File: src/rtl/bch_bm_arb.sv
// Round-robin arbiter/sequencer sharing one Berlekamp-Massey block between two
// syndrome producers; zero syndromes bypass the BM block entirely.
module bch_bm_arb #(
  parameter int BM_LAT = 4
) (
  input  logic       clk,
  input  logic       rst,
  input  logic       req0_valid,
  output logic       req0_ready,
  input  logic [3:0] req0_s1,
  input  logic [3:0] req0_s2,
  input  logic [3:0] req0_s3,
  input  logic       req1_valid,
  output logic       req1_ready,
  input  logic [3:0] req1_s1,
  input  logic [3:0] req1_s2,
  input  logic [3:0] req1_s3,
  output logic [3:0] bm_s1,
  output logic [3:0] bm_s2,
  output logic [3:0] bm_s3,
  input  logic [3:0] bm_lambda1,
  input  logic [3:0] bm_lambda2,
  output logic       rsp_valid,
  input  logic       rsp_ready,
  output logic       rsp_id,
  output logic [3:0] rsp_lambda1,
  output logic [3:0] rsp_lambda2,
  output logic [1:0] rsp_nerr,
  output logic       rsp_fail,
  output logic       busy,
  output logic [1:0] dbg_state
);

  // Handshakes: a transfer happens on a rising edge where valid and ready are
  // both high. Request ready is combinational and only high in IDLE; a
  // response, once valid, holds its payload until rsp_ready is seen.

  typedef enum logic [1:0] {S_IDLE, S_RUN, S_BYP, S_RESP} state_t;

  localparam logic [3:0] LP_LAT = 4'(BM_LAT);

  state_t     r_state;
  state_t     w_next;
  logic [3:0] r_cnt;
  logic       r_last_grant;
  logic       r_id;
  logic [3:0] r_bm_s1, r_bm_s2, r_bm_s3;
  logic [3:0] r_lam1, r_lam2;
  logic [1:0] r_nerr;
  logic       r_fail;

  logic       w_idle, w_grant0, w_grant1, w_accept, w_zero, w_cap;
  logic [3:0] w_sel_s1, w_sel_s2, w_sel_s3;

  assign w_idle   = (r_state == S_IDLE);
  assign w_grant0 = req0_valid & (~req1_valid | r_last_grant);
  assign w_grant1 = req1_valid & (~req0_valid | ~r_last_grant);

  // Gated by rst so both readies read 0 while reset is held.
  assign req0_ready = rst & w_idle & w_grant0;
  assign req1_ready = rst & w_idle & w_grant1;
  assign w_accept   = req0_ready | req1_ready;

  assign w_sel_s1 = w_grant1 ? req1_s1 : req0_s1;
  assign w_sel_s2 = w_grant1 ? req1_s2 : req0_s2;
  assign w_sel_s3 = w_grant1 ? req1_s3 : req0_s3;
  assign w_zero   = ((w_sel_s1 | w_sel_s2 | w_sel_s3) == 4'd0);
  assign w_cap    = (r_state == S_RUN) && (r_cnt == LP_LAT);

  always_comb begin
    w_next = r_state;
    case (r_state)
      S_IDLE: if (w_accept) w_next = w_zero ? S_BYP : S_RUN;
      S_RUN:  if (w_cap) w_next = S_RESP;
      S_BYP:  w_next = S_RESP;
      S_RESP: if (rsp_ready) w_next = S_IDLE;
      default: w_next = S_IDLE;
    endcase
  end

  always_ff @(posedge clk or negedge rst) begin
    if (!rst) begin
      r_state      <= S_IDLE;
      r_cnt        <= 4'd0;
      r_last_grant <= 1'b1;
      r_id         <= 1'b0;
      r_bm_s1      <= 4'd0;
      r_bm_s2      <= 4'd0;
      r_bm_s3      <= 4'd0;
      r_lam1       <= 4'd0;
      r_lam2       <= 4'd0;
      r_nerr       <= 2'd0;
      r_fail       <= 1'b0;
    end else begin
      r_state <= w_next;
      if (w_accept) begin
        r_last_grant <= w_grant1;
        r_id         <= w_grant1;
        // Bypass jobs leave the BM inputs on the previous job's syndromes.
        if (!w_zero) begin
          r_bm_s1 <= w_sel_s1;
          r_bm_s2 <= w_sel_s2;
          r_bm_s3 <= w_sel_s3;
          r_cnt   <= 4'd1;
        end
      end else if ((r_state == S_RUN) && !w_cap) begin
        r_cnt <= r_cnt + 4'd1;
      end
      if (w_cap) begin
        r_lam1 <= bm_lambda1;
        r_lam2 <= bm_lambda2;
        r_nerr <= (bm_lambda2 != 4'd0) ? 2'd2 : ((bm_lambda1 != 4'd0) ? 2'd1 : 2'd0);
        // The RUN path only carries nonzero syndromes, so zero lambdas mean failure.
        r_fail <= (bm_lambda1 == 4'd0) && (bm_lambda2 == 4'd0);
      end else if (r_state == S_BYP) begin
        r_lam1 <= 4'd0;
        r_lam2 <= 4'd0;
        r_nerr <= 2'd0;
        r_fail <= 1'b0;
      end
    end
  end

  assign bm_s1       = r_bm_s1;
  assign bm_s2       = r_bm_s2;
  assign bm_s3       = r_bm_s3;
  assign rsp_valid   = (r_state == S_RESP);
  assign rsp_id      = r_id;
  assign rsp_lambda1 = r_lam1;
  assign rsp_lambda2 = r_lam2;
  assign rsp_nerr    = r_nerr;
  assign rsp_fail    = r_fail;
  assign busy        = (r_state != S_IDLE);
  assign dbg_state   = r_state;

endmodule

File: config.mk
export PLATFORM = sky130hd
export DESIGN_NAME = bch_bm_arb
export DESIGN_NICKNAME = d
export VERILOG_FILES = /design/src/rtl/bch_bm_arb.sv
export SDC_FILE = /design/constraint.sdc
export NUM_CORES = 1
export LEC_CHECK = 0
export ABC_AREA = 1
export BUFFER_PORTS_ARGS = -buffer_cell sky130_fd_sc_hd__clkbuf_2
export CAP_MARGIN = 15
export CORE_MARGIN = 3
export CORE_UTILIZATION = 52
export CTS_CLUSTER_DIAMETER = 50
export DETAILED_ROUTE_END_ITERATION = 10
export GPL_ROUTABILITY_DRIVEN = 0
export PLACE_DENSITY_LB_ADDON = 0.1
export SLEW_MARGIN = 20
export SYNTH_ARGS = -nofsm -noshare
export SYNTH_HDL_FRONTEND = slang
export SYNTH_SLANG_ARGS = --single-unit
File: constraint.sdc
create_clock -name clk -period 4.7 [get_ports clk]
set_clock_uncertainty 0.05 [all_clocks]
set_input_delay 0.47 -clock clk [delete_from_list [all_inputs] [get_ports clk]]
set_output_delay 0.47 -clock clk [all_outputs]
set_load 0.005 [all_outputs]
# --- Word level (Yosys, flattened, before mapping) ---
# Index checks and enable logic that the tools add are counted.
totals:
  regBits: 31
  input_bits: 37
  output_inout_bits: 30
  wordCells: 70
op_classes:
  addsub: 1
  n_eq_ne: 8
  mux: 20
  n_bitwise: 14
  reduce_logical: 16
op_table:
  columns: ["op", "n"]
  rows:
  - ["4-bit 2-to-1 mux", 9]
  - ["2-bit 2-to-1 mux", 7]
  - ["4-bit logical NOT", 3]
  - ["4-bit OR", 2]
  - ["2-bit one-hot mux with 4 select lines", 1]
  - ["4-bit nonzero test", 2]
  - ["2-bit nonzero test", 3]
  - ["1-bit bitwise AND", 5]
  - ["4-bit by 1-bit adder with 4-bit output, second input constant", 1]
  - ["2-bit == test, second input constant", 2]
  - ["4-bit by 3-bit == test with 1-bit output, second input constant", 1]
  - ["2-bit by 1-bit != test with 1-bit output, second input constant", 2]
  - ["2-bit != test, second input constant", 2]
  - ["1-bit inverter", 4]
  - ["2-bit AND reduction", 2]
  - ["1-bit logical AND", 3]
  - ["1-bit 2-to-1 mux", 3]
  - ["1-bit OR", 3]
  - ["3-bit AND reduction", 1]
  - ["2-bit by 1-bit == test with 1-bit output, second input constant", 1]
  - ["2-bit logical NOT", 1]
  - ["1-bit logical NOT", 1]

# --- Longest topological paths before layout ---
depth:
  depth_word: 10
  ltp_mapped: 12
  mapped_depth_nobuf: 11

# --- Worst setup path before layout ---
# Ideal clock, no wire load.
synth_timing:
  path_kind: "register -> register"
  start: "reg r_last_grant"
  end: "reg r_bm_s2[3] (netlist: bm_s2[3])"
  setup_time_ns: 0.127
  t_arrival_ns: 1.477
  required_ns: 4.523
  slack_ns: 3.046
  stages_incl_launch_ff: 12
  n_path_buf: 2
  period_less_slack_ns: 1.654
  path_cell_list: "dfstp_2 > nand2_2 > nand2_2 > buf_6 > nand2_1 > nand2_1 > nand2_1 > nor2_1 > nand3_2 > nand2_4 > buf_6 > o21ai_0"
synth_between:
  elab_chain_len: 9
  elab_cells_between_ends: 16
  cone_classes: "mux (3); bitwise (11); reduce/logical (2)"
synth_lines:
  columns: ["element", "line", "text"]
  rows:
  - ["from (decl)", "45", "logic r_last_grant;"]
  - ["from (signal assigned)", "97", "r_last_grant <= w_grant1;"]
  - ["1-bit inverter", "57", "assign w_grant1 = req1_valid & (~req0_valid | ~r_last_grant);"]
  - ["1-bit OR", "57", null]
  - ["1-bit bitwise AND", "57", null]
  - ["4-bit 2-to-1 mux (on tied branches)", "64, 65", null]
  - ["4-bit OR (2 in a row)", "67", "assign w_zero = ((w_sel_s1 | w_sel_s2 | w_sel_s3) == 4'd0);"]
  - ["4-bit logical NOT", "67", null]
  - ["1-bit inverter (no source line)", null, null]
  - ["2-bit AND reduction (no source line)", null, null]
  - ["to (signal assigned)", "102", "r_bm_s2 <= w_sel_s2;"]
  - ["to (decl)", "47", "logic [3:0] r_bm_s1, r_bm_s2, r_bm_s3;"]
# Several ways; a longest one is shown, not always the timed one.
# A chain may end at the register's enable or synchronous reset.

# --- Worst setup path in the final report ---
layout_timing:
  start: "reg r_state[0] (netlist: dbg_state[0])"
  end: "out req0_ready"
layout_between:
  elab_chain_len: 3
layout_lines:
  columns: ["element", "line", "text"]
  rows:
  - ["from (decl)", "42", "state_t r_state;"]
  - ["from (signal assigned)", "95", "r_state <= w_next;"]
  - ["2-bit logical NOT", "55", "assign w_idle = (r_state == S_IDLE);"]
  - ["1-bit bitwise AND (2 in a row)", "60", "assign req0_ready = rst & w_idle & w_grant0;"]
  - ["to (decl)", "9", "output logic req0_ready,"]
# Every way passes these cells.

==> parameters.txt <==
Parameter                              Value

Outcome
  Status    complete, no violations

Pwr
  Peak ir drop on the vdd network    around 0.00033 V
  Overall power    ~1.1 mW
  Power density over cell area    ~510 nW/µm²
  Leakage power of the design    between 1 and 1.5 nW

Global routing
  Total global routing overflow    0
  Number of global-route vias before repair    about 1,400
  Largest net degree at the start of global routing    34
  Number of antenna violations at the first check in global routing    0
  Wire length of the first global-routing pass    roughly 6300 µm
  Global-route usage over all layers    approximately 20%

Clock tree
  Worst skew pair latency    0.32 ns
  Number of buffers created by CTS    5
  Clock tree from TritonCTS    yes
  Clock input transition at the sequential cells of the worst setup and hold paths    0.09 ns
  Post-CTS setup buffers    0
  Post-CTS Hold Buffers    0
  Clock tree root driver cell    sky130_fd_sc_hd__clkbuf_4
  Clock H-tree levels    2
  Clock Path Buffers    2
  Post-cts resize count    0
  Clock Sink Count    31

STA
  Accumulated negative setup slack    0 ns
  Highest clock rate    between 400 and 500 MHz
  Tightest Pin Transition    between 0.7 and 0.8 ns
  Max-slew violation total from the final report    0
  RSZ-0062 raised after global routing    false
  Setup-violating endpoint count in the final report    0
  Min cycle time layout    2.11 ns
  Relative slew slack    48.8%
  Period utilisation layout    44.9%
  Hold Fails Final Rpt    0

Floorplan
  Number of I/O pins    67
  Floorplan die width    between 60 and 70 µm
  Initial standard-cell utilization of the core    55.0%
  Die Footprint    4000 µm²
  Core Rows    20
  Area of the core    just over 3000 µm²
  Die outline height    63.3 µm

Layout
  Multi-input gate area    729 µm²
  Final cell count without fillers    329
  Fraction of layout instances using a drive strength above 1    28.4%
  Total Nets Final    between 300 and 400
  Synthesis-to-layout area growth    22.6%
  Fill cell instance count of the final layout    285
  Diode count    0
  Sequential Area    around 780 µm²

Route
  Detailed Route Iter0 Violations    slightly below 100
  Detailed-routing iteration count for the pre-antenna-repair pass    4
  DRT Wirelength    3630 µm
  Vias per std cell    4.69
  Count of nets left with antenna violations after detail routing    0
  Per-cell routed wire length    11.0 µm
  Vias after detailed routing    1,542
  Drt drc    0

Place
  HPWL reported at the end of detailed placement    2850 µm
  PortBufs    66
  Placed cell count    322

Yosys
  Gate count after technology mapping    219
  Cell area after technology mapping    1710 µm²
  Sequential area share after synthesis    45.6%
  Post-synth cell types    25
  Count of synthesis-stage warnings from yosys    0
  Average size of a mapped cell    7.79 µm²
  Net count after synthesis    263
  Number of storage elements in the synthesis netlist    31

Critical path
  Required time worst endpoint    4.18 ns
  Category of the worst setup path capture point    primary output
  Kind of critical path    flop to primary output
  Kind of launch point of the worst setup path    flop
  CP Data Arrival Time    1.59 ns
  Maximum fanout along the worst path    5

Flow run
  Max-capacitance violation count    0

Hold path
  Class of the most critical hold timing path    primary input to asynchronous set/reset pin
[metal layers]
metal / vias to the layer above / share of wire [%] / GRT usage [%]
met1: 689 / 47 / 25.9
met5: - / 0 / 0
met2: 40 / 46 / 31.4
li1: 808 / - / -
met3: 5 / 5.4 / 5.70
met4: 0 / 1.2 / 7.01
[final timing paths]
kind	from	to	slack, ns	cells after the start
max	dbg_state[0]	req0_ready	2.59	7
min	rst	bm_s1[1]	0.15	1
max reg2reg	r_last_grant	r_cnt[0]	2.66	11
min reg2reg	rsp_id	rsp_id	0.44	2
max in group asynchronous	rst	rsp_fail	3.96	1
min in group clk	bm_lambda1[1]	rsp_lambda1[1]	0.32	3
[cell type report]
type	count	area share, %
Sequential cell	31	37.2
Tap cell	44	2.63
Inverter	38	6.82
Multi-Input combinational cell	143	34.9
Clock inverter	1	0.239
Clock buffer	6	2.45
Timing Repair Buffer	66	15.8
[flip-flops by register name, indices dropped and copies added, names as in the netlist]
| signal | flops |
|---|---|
| bm_s1 | 4 |
| rsp_id | 1 |
| bm_s2 | 4 |
| rsp_fail | 1 |
| rsp_lambda1 | 4 |
| bm_s3 | 4 |
| r_last_grant | 1 |
| dbg_state | 2 |
| rsp_nerr | 2 |
| rsp_lambda2 | 4 |
| r_cnt | 4 |
[power breakdown]
| part | switching [mW] | leakage, nW | total [mW] | internal [mW] |
|---|---|---|---|---|
| Sequential | 0.0732 | 0.398 | 0.456 | 0.383 |
| Combinational | 0.267 | 0.794 | 0.461 | 0.195 |
| Clock | 0.0847 | 0.0341 | 0.154 | 0.0692 |
[worst max-delay path: stages, from the launching register on]
cell                       delay, ns
sky130_fd_sc_hd__dfrtp_1        0.44
sky130_fd_sc_hd__inv_1          0.13
sky130_fd_sc_hd__ha_1           0.22
sky130_fd_sc_hd__nand2_1        0.07
sky130_fd_sc_hd__nor2_1         0.14
sky130_fd_sc_hd__nand2_1        0.11
sky130_fd_sc_hd__inv_1          0.06
sky130_fd_sc_hd__clkbuf_2       0.10
[cell usage in the layout (no fill, tap or decap), types with 2 or more instances in the layout]
master	netlist	layout
sky130_fd_sc_hd__o21ai_0	22	22
sky130_fd_sc_hd__nor4_1	2	2
sky130_fd_sc_hd__nand2_2	3	3
sky130_fd_sc_hd__clkbuf_4	0	5
sky130_fd_sc_hd__nand3b_1	10	10
sky130_fd_sc_hd__nand3_1	5	5
sky130_fd_sc_hd__inv_1	38	38
sky130_fd_sc_hd__dfrtp_1	30	30
sky130_fd_sc_hd__xor2_1	2	2
sky130_fd_sc_hd__nand2_1	73	73
sky130_fd_sc_hd__nor2_1	9	9
sky130_fd_sc_hd__clkbuf_2	0	66
sky130_fd_sc_hd__ha_1	7	7
[cell usage after synthesis]
cell type,instances,area (µm²)
sky130_fd_sc_hd__o211ai_1,1,7.51
sky130_fd_sc_hd__o21ai_2,1,8.76
sky130_fd_sc_hd__xor2_1,2,17.5
sky130_fd_sc_hd__o21ai_0,22,110
sky130_fd_sc_hd__inv_1,38,143
sky130_fd_sc_hd__nand2_2,3,18.8
sky130_fd_sc_hd__nand3b_1,10,75.1
sky130_fd_sc_hd__dfrtp_1,30,751
sky130_fd_sc_hd__clkbuf_1,2,7.51
sky130_fd_sc_hd__buf_6,3,33.8
sky130_fd_sc_hd__nand2_4,1,11.3
sky130_fd_sc_hd__o32ai_1,1,8.76
sky130_fd_sc_hd__o22ai_1,1,6.26
sky130_fd_sc_hd__nand3_1,5,25.0
sky130_fd_sc_hd__nand3_2,1,10.0
sky130_fd_sc_hd__a21oi_1,1,5.00
sky130_fd_sc_hd__nor4_1,2,12.5
sky130_fd_sc_hd__dfstp_2,1,26.3
sky130_fd_sc_hd__nand2_1,73,274
sky130_fd_sc_hd__nand4_1,1,6.26
sky130_fd_sc_hd__or2_2,1,6.26
sky130_fd_sc_hd__o21ai_1,1,5.00
sky130_fd_sc_hd__nor2_1,9,33.8
sky130_fd_sc_hd__ha_1,7,87.6
sky130_fd_sc_hd__buf_4,2,15.0
[per-stage QoR]
step / area [µm²] / hold slack (ns) / setup WS [ns] / utilization [%]
6_report: 2090 / 0.155 / 2.59 / 67.4
3_5_place_dp: 2030 / 0.417 / 2.46 / 65.6
2_1_floorplan: 1710 / 0.124 / 3.05 / -
4_1_cts: 2090 / 0.176 / 2.53 / 67.4
3_3_place_gp: 2030 / 0.418 / 2.55 / 65.6
5_1_grt: 2090 / 0.185 / 2.36 / 67.4
[logic make-up after synthesis]
logic type               share of synthesized area, %
AND/OR/NAND/NOR                                  27.7
buffers and inverters                            11.7
flip-flops                                       45.6
AO/OA/AOI/OAI                                    8.88
adder cells (fa/ha/maj)                          5.14
XOR/XNOR                                         1.03
(Power assumes the default switching activity.)
